===== src/rtl/hazard_tracker.sv =====
`default_nettype none
// ============================================================================
// Module  : hazard_tracker
// Purpose : D-stage stall/forward decisions from a shadow E/M/W pipeline,
//           plus a multiply/divide busy counter guarding HI/LO readers.
// Revision: 1.0
// ============================================================================
module hazard_tracker #(
    parameter int STAGES  = 3,
    parameter int TW      = 3,
    parameter int MUL_CYC = 5,
    parameter int DIV_CYC = 10
) (
    input  logic                          clk,
    input  logic                          reset_n,
    input  logic                          d_valid,
    input  logic                          d_need_rs,
    input  logic                          d_need_rt,
    input  logic [4:0]                    d_rs,
    input  logic [4:0]                    d_rt,
    input  logic [TW-1:0]                 d_tuse_rs,
    input  logic [TW-1:0]                 d_tuse_rt,
    input  logic [4:0]                    d_dst,
    input  logic [TW-1:0]                 d_tnew,
    input  logic                          d_md_start,
    input  logic                          d_md_div,
    input  logic                          d_uses_hilo,
    output logic                          stall,
    output logic [$clog2(STAGES+1)-1:0]   fwd_rs_sel,
    output logic [$clog2(STAGES+1)-1:0]   fwd_rt_sel,
    output logic                          md_busy
);

    localparam int SW = $clog2(STAGES+1);
    localparam int MW = $clog2(DIV_CYC+1);
    localparam logic [MW-1:0] C_MUL_LD = MW'(MUL_CYC);
    localparam logic [MW-1:0] C_DIV_LD = MW'(DIV_CYC);

    logic [STAGES-1:0]         valid_q, valid_d;
    logic [STAGES-1:0][4:0]    dst_q,   dst_d;
    logic [STAGES-1:0][TW-1:0] tnew_q,  tnew_d;
    logic [MW-1:0]             md_cnt_q, md_cnt_d;

    logic          rs_hit, rt_hit;
    logic [TW-1:0] rs_tnew, rt_tnew;
    logic [SW-1:0] rs_idx, rt_idx;
    logic          rs_stall, rt_stall, hilo_stall;

    // Scan oldest to youngest so the youngest match is the last one written.
    always_comb begin
        rs_hit  = 1'b0;
        rt_hit  = 1'b0;
        rs_tnew = '0;
        rt_tnew = '0;
        rs_idx  = '0;
        rt_idx  = '0;
        for (int k = STAGES - 1; k >= 0; k--) begin
            if (valid_q[k] && (dst_q[k] != 5'd0) && (dst_q[k] == d_rs)) begin
                rs_hit  = 1'b1;
                rs_tnew = tnew_q[k];
                rs_idx  = SW'(k + 1);
            end
            if (valid_q[k] && (dst_q[k] != 5'd0) && (dst_q[k] == d_rt)) begin
                rt_hit  = 1'b1;
                rt_tnew = tnew_q[k];
                rt_idx  = SW'(k + 1);
            end
        end
    end

    always_comb begin
        md_busy    = (md_cnt_q != '0);
        rs_stall   = d_valid && d_need_rs && (d_rs != 5'd0) && rs_hit && (rs_tnew > d_tuse_rs);
        rt_stall   = d_valid && d_need_rt && (d_rt != 5'd0) && rt_hit && (rt_tnew > d_tuse_rt);
        hilo_stall = d_valid && d_uses_hilo && md_busy;
        stall      = rs_stall || rt_stall || hilo_stall;

        fwd_rs_sel = '0;
        fwd_rt_sel = '0;
        if (d_need_rs && (d_rs != 5'd0) && rs_hit && (rs_tnew == '0))
            fwd_rs_sel = rs_idx;
        if (d_need_rt && (d_rt != 5'd0) && rt_hit && (rt_tnew == '0))
            fwd_rt_sel = rt_idx;
    end

    always_comb begin
        valid_d = '0;
        dst_d   = '0;
        tnew_d  = '0;
        if (d_valid && !stall) begin
            valid_d[0] = 1'b1;
            dst_d[0]   = d_dst;
            tnew_d[0]  = d_tnew;
        end
        for (int k = 1; k < STAGES; k++) begin
            valid_d[k] = valid_q[k-1];
            dst_d[k]   = dst_q[k-1];
            tnew_d[k]  = (tnew_q[k-1] != '0) ? tnew_q[k-1] - TW'(1) : '0;
        end

        md_cnt_d = md_cnt_q;
        if (d_valid && d_md_start && !stall)
            md_cnt_d = d_md_div ? C_DIV_LD : C_MUL_LD;
        else if (md_cnt_q != '0)
            md_cnt_d = md_cnt_q - MW'(1);
    end

    always_ff @(posedge clk or negedge reset_n) begin
        if (!reset_n) begin
            valid_q  <= '0;
            dst_q    <= '0;
            tnew_q   <= '0;
            md_cnt_q <= '0;
        end else begin
            valid_q  <= valid_d;
            dst_q    <= dst_d;
            tnew_q   <= tnew_d;
            md_cnt_q <= md_cnt_d;
        end
    end

endmodule
`default_nettype wire


===== config.mk =====
export PLATFORM = sky130hd
export DESIGN_NAME = hazard_tracker
export DESIGN_NICKNAME = d
export VERILOG_FILES = /design/src/rtl/hazard_tracker.sv
export SDC_FILE = /design/constraint.sdc
export NUM_CORES = 1
export LEC_CHECK = 0
export ABC_AREA = 1
export CAP_MARGIN = 10
export CORE_ASPECT_RATIO = 1.1
export CORE_MARGIN = 2
export CORE_UTILIZATION = 45
export CTS_CLUSTER_DIAMETER = 120
export DETAILED_ROUTE_END_ITERATION = 6
export DONT_BUFFER_PORTS = 1
export HOLD_SLACK_MARGIN = 0.02
export SYNTH_ARGS = -nofsm -noshare
export SYNTH_HDL_FRONTEND = slang
export SYNTH_SLANG_ARGS = --single-unit

===== constraint.sdc =====
create_clock -name clk -period 3.4 [get_ports clk]
set_input_delay 0.68 -clock clk [delete_from_list [all_inputs] [get_ports clk]]
set_output_delay 0.68 -clock clk [all_outputs]
set_load 0.01 [all_outputs]

==> out/qor.yml <==
status:
  status: "completed"
sta:
  tightest_slew_ps: 371
  rsz0062_at_grt: "no"
  setup_tns_ps: 0
  max_freq_mhz: 318
  finalCriticalPeriod_ps: 3140
  finalHoldViolCount: 0
  relSlewSlack_pct: 75.1
  fin_skew_ps: 2.02
  drv_slew: 0
  setup_violations: 0
  period_share_pct: 92.4
finish:
  fin_cells: 353
  area_growth_pct: 12.1
  drive_above_1_share_pct: 18.5
  antenna_cells: 0
  final_net_count: 340
critical_path:
  path_cells: "xnor2_2 -> nand2_1 -> nor2_1 -> nand3_2 -> nand2_2 -> inv_2 -> nand2_1 -> nand2_1 -> o21ai_2 -> inv_1 -> ha_4 -> nand2_1 -> o21ai_1 -> nand3_1 -> inv_2 -> nand3_4 -> nand3_4"
  cp-startpoint: "dst_d[10]$_DFF_PN0_"
  critPathCapture: "stall"
  cp.required_ps: 2720
  r2r_setup_slack_ps: 840
  cp_max_fo: 7
  worstSetupStartpointType: "flip-flop"
  crit_path_end_kind: "output port"
  path_depth: 17
  critPathKind: "flip-flop to output port"
  cpMostUsedCell: "nand2_1"
  reg2reg_depth: 22
  reg2reg_from: "dst_d[10]$_DFF_PN0_"
  reg2reg_to: "md_cnt_q[3]$_DFFE_PN0P_"
  cp.arrival_ps: 2460
  path_buf_inv: 3
  slowest_stage: "dfrtp_2"
  crit_family: "simple AND/OR/NAND/NOR gates"
  crit_path_max_incr_delay_ps: 440
grt:
  antenna_found_initial: 0
  grt_pass1_wl_um: 7380
  grt_util_all_layers_pct: 17.2
  grt-ovfl-total: 0
  grt_start_max_net_pins: 32
  grt_pass1_vias: 1680
die:
  start_util_pct: 46.6
  fp.dieH_um: 76.6
  die-area_um2: 5360
  io_pins: 38
  rows: 26
  core_um2: 4620
  die_w_um: 70.0
yosys:
  ys_async_sr_fraction_pct: 100
  synth_area_um2: 2150
  yosys.cell_count.top_type: "nand2_1"
  ys_types: 25
  synth_fa_ha_area_share_pct: 6.97
  synth.top_cells.by_area: "dfrtp_1, nand2_1, inv_1"
  ys_dominant_reg_cell: "dfrtp_1"
  synth_compound_area_share_pct: 5.35
  synthSimpleGateAreaFrac_pct: 31.2
  synthXorXnorAreaFrac_pct: 10.2
  ys_ff_latch: 31
  synthMuxAreaShare_pct: 0
  netlist_instances: 284
  yosysTopAreaCell: "dfrtp_1"
  synth-edff-count: 0
  synth_nets: 328
  synth.avg_cell_area_um2: 7.58
  yosys.area.top_type_share_pct: 36.0
  yosysSeqAreaShare_pct: 36.0
  yosys_warnings: 0
  synth_top_family_by_area: "simple AND/OR/NAND/NOR gates"
  synth_common_cells: "nand2_1, inv_1, nor2_1"
placement:
  placed_cells: 341
  dp_hpwl_um: 3360
  portBuffers: 0
  routabilityCongestion: 0.925
power:
  vdd_drop_max_uv: 388
  power_frac_seq_pct: 46.5
  pwr-share-clk_pct: 27.1
  power_leakage_nw: 1.36
  intPower_uw: 675
  p_per_area_nw_per_um2: 414
  p_sw_uw: 325
  switching_share_pct: 32.5
  p_comb_share_pct: 26.4
clock_tree:
  cts_buffer_depth: 2
  clockRootBuffer: "clkbuf_8"
  cts_sinks: 31
  cts_tree: "yes"
  h-tree-depth: 2
  clk-insertion-delay-late_ps: 270
  cts_buffers: 5
  clk_pin_slew_ps: 60
detailed_routing:
  final_antenna_net_count: 0
  drcViolationCount: 0
  drtIter0Drc: 72
  wl_um: 4180
  wl_per_cell_um: 11.8
  drt_pass1_iterations: 4
  vias: 1660
  avgViaCountPerCell: 4.70
hold_path:
  holdCritPathClass: "input pin to asynchronous set/reset pin"
flow_run:
  maxCapViolCount: 0
[power by group through the flow]
stage | combinational, mW | sequential [mW] | clock (mW)
3_3_place_gp | 0.248 | 0.471 | 0
4_1_cts | 0.258 | 0.465 | 0.276
6_report | 0.264 | 0.466 | 0.271
2_1_floorplan | 0.214 | 0.461 | 0
5_1_grt | 0.305 | 0.474 | 0.297
3_5_place_dp | 0.254 | 0.472 | 0
[worst min-delay path by stage]
stage | start | endpoint | depth (start not counted)
after floorplan | valid_q[0]$_DFF_PN0_ | valid_q[1]$_DFF_PN0_ | 0
after global placement | valid_q[0]$_DFF_PN0_ | valid_q[1]$_DFF_PN0_ | 0
after detailed placement | valid_q[0]$_DFF_PN0_ | valid_q[1]$_DFF_PN0_ | 0
after CTS | reset_n | tnew_q[6]$_DFF_PN0_ | 0
after global routing | reset_n | dst_d[11]$_DFF_PN0_ | 0
final | reset_n | dst_d[6]$_DFF_PN0_ | 0
[registers in the layout (all words and copies together) (netlist names)]
register  cells
valid_q       3
dst_d        10
md_cnt_q      4
dst_q         5
tnew_q        9
[cell families after synthesis]
family	count (synthesis)
adder cells (fa/ha/maj)	12
AND/OR/NAND/NOR	138
flip-flops	31
AO/OA/AOI/OAI	19
buffers and inverters	59
XOR/XNOR	25
[per-layer routing]
layer / track usage [%] / part of all wire, % / vias to the layer above
li1: - / - / 885
met1: 22.1 / 46 / 745
met2: 28.9 / 50 / 28
met3: 4.76 / 3.6 / 2
met4: 4.04 / 0.41 / 0
met5: 0 / 0 / -
[per-stage QoR]
stage | cell area (µm²) | total power [mW] | util [%] | hold slack, ps | setup slack (ps)
global route | 2410 | 1.08 | 52.3 | 76.4 | 15.5
CTS | 2310 | 0.999 | 50.1 | 90.0 | 137
global placement | 2230 | 0.719 | 48.3 | 356 | 224
detailed placement | 2230 | 0.725 | 48.3 | 367 | 220
finish | 2410 | 1.00 | 52.3 | 96.6 | 257
floorplan | 2150 | 0.675 | - | 354 | 457
[worst reg2reg max path, stage by stage (launching register included)]
cell     delay (ps)
dfrtp_2         440
inv_1            70
nand2_1          50
nand2_1          50
nand2_1          60
nor2_2          100
nand3_2         100
inv_2           110
nor2_4           50
nand2_1          50
nand3_1          60
nand2_1          80
inv_1            40
ha_1            290
a21oi_1         130
o21ai_1          70
and3_1          170
nand3_2         120
nand2_2          80
nor2_4          110
nand3_2         100
nand2_1          90
inv_1            40
[layout by cell type, fill, tap and decap left out, types with 5 or more instances in the layout]
cell / count
nor2_1: 32
clkbuf_8: 5
nand3_4: 5
inv_1: 50
ha_1: 11
xor2_1: 21
nand2_1: 62
nor2_2: 6
inv_2: 9
buf_4: 5
o21ai_0: 7
nand3_1: 13
dfrtp_1: 29
nand3_2: 7
[final cells by class]
cell class,instances,area (µm²)
clock buffers,7,76.3
clock inverters,1,5.00
fillers,463,2200
inverters,59,221
multi-input cells,194,1230
flip-flops and latches,31,778
well taps,56,70.1
repair buffers,5,37.5
[timing repair]
action	CTS	global route
setup endpoints to repair	0	1
buffers inserted	0	4
hold buffers	0	0
resized for setup	0	19
Power figures use the tool's default switching activity.
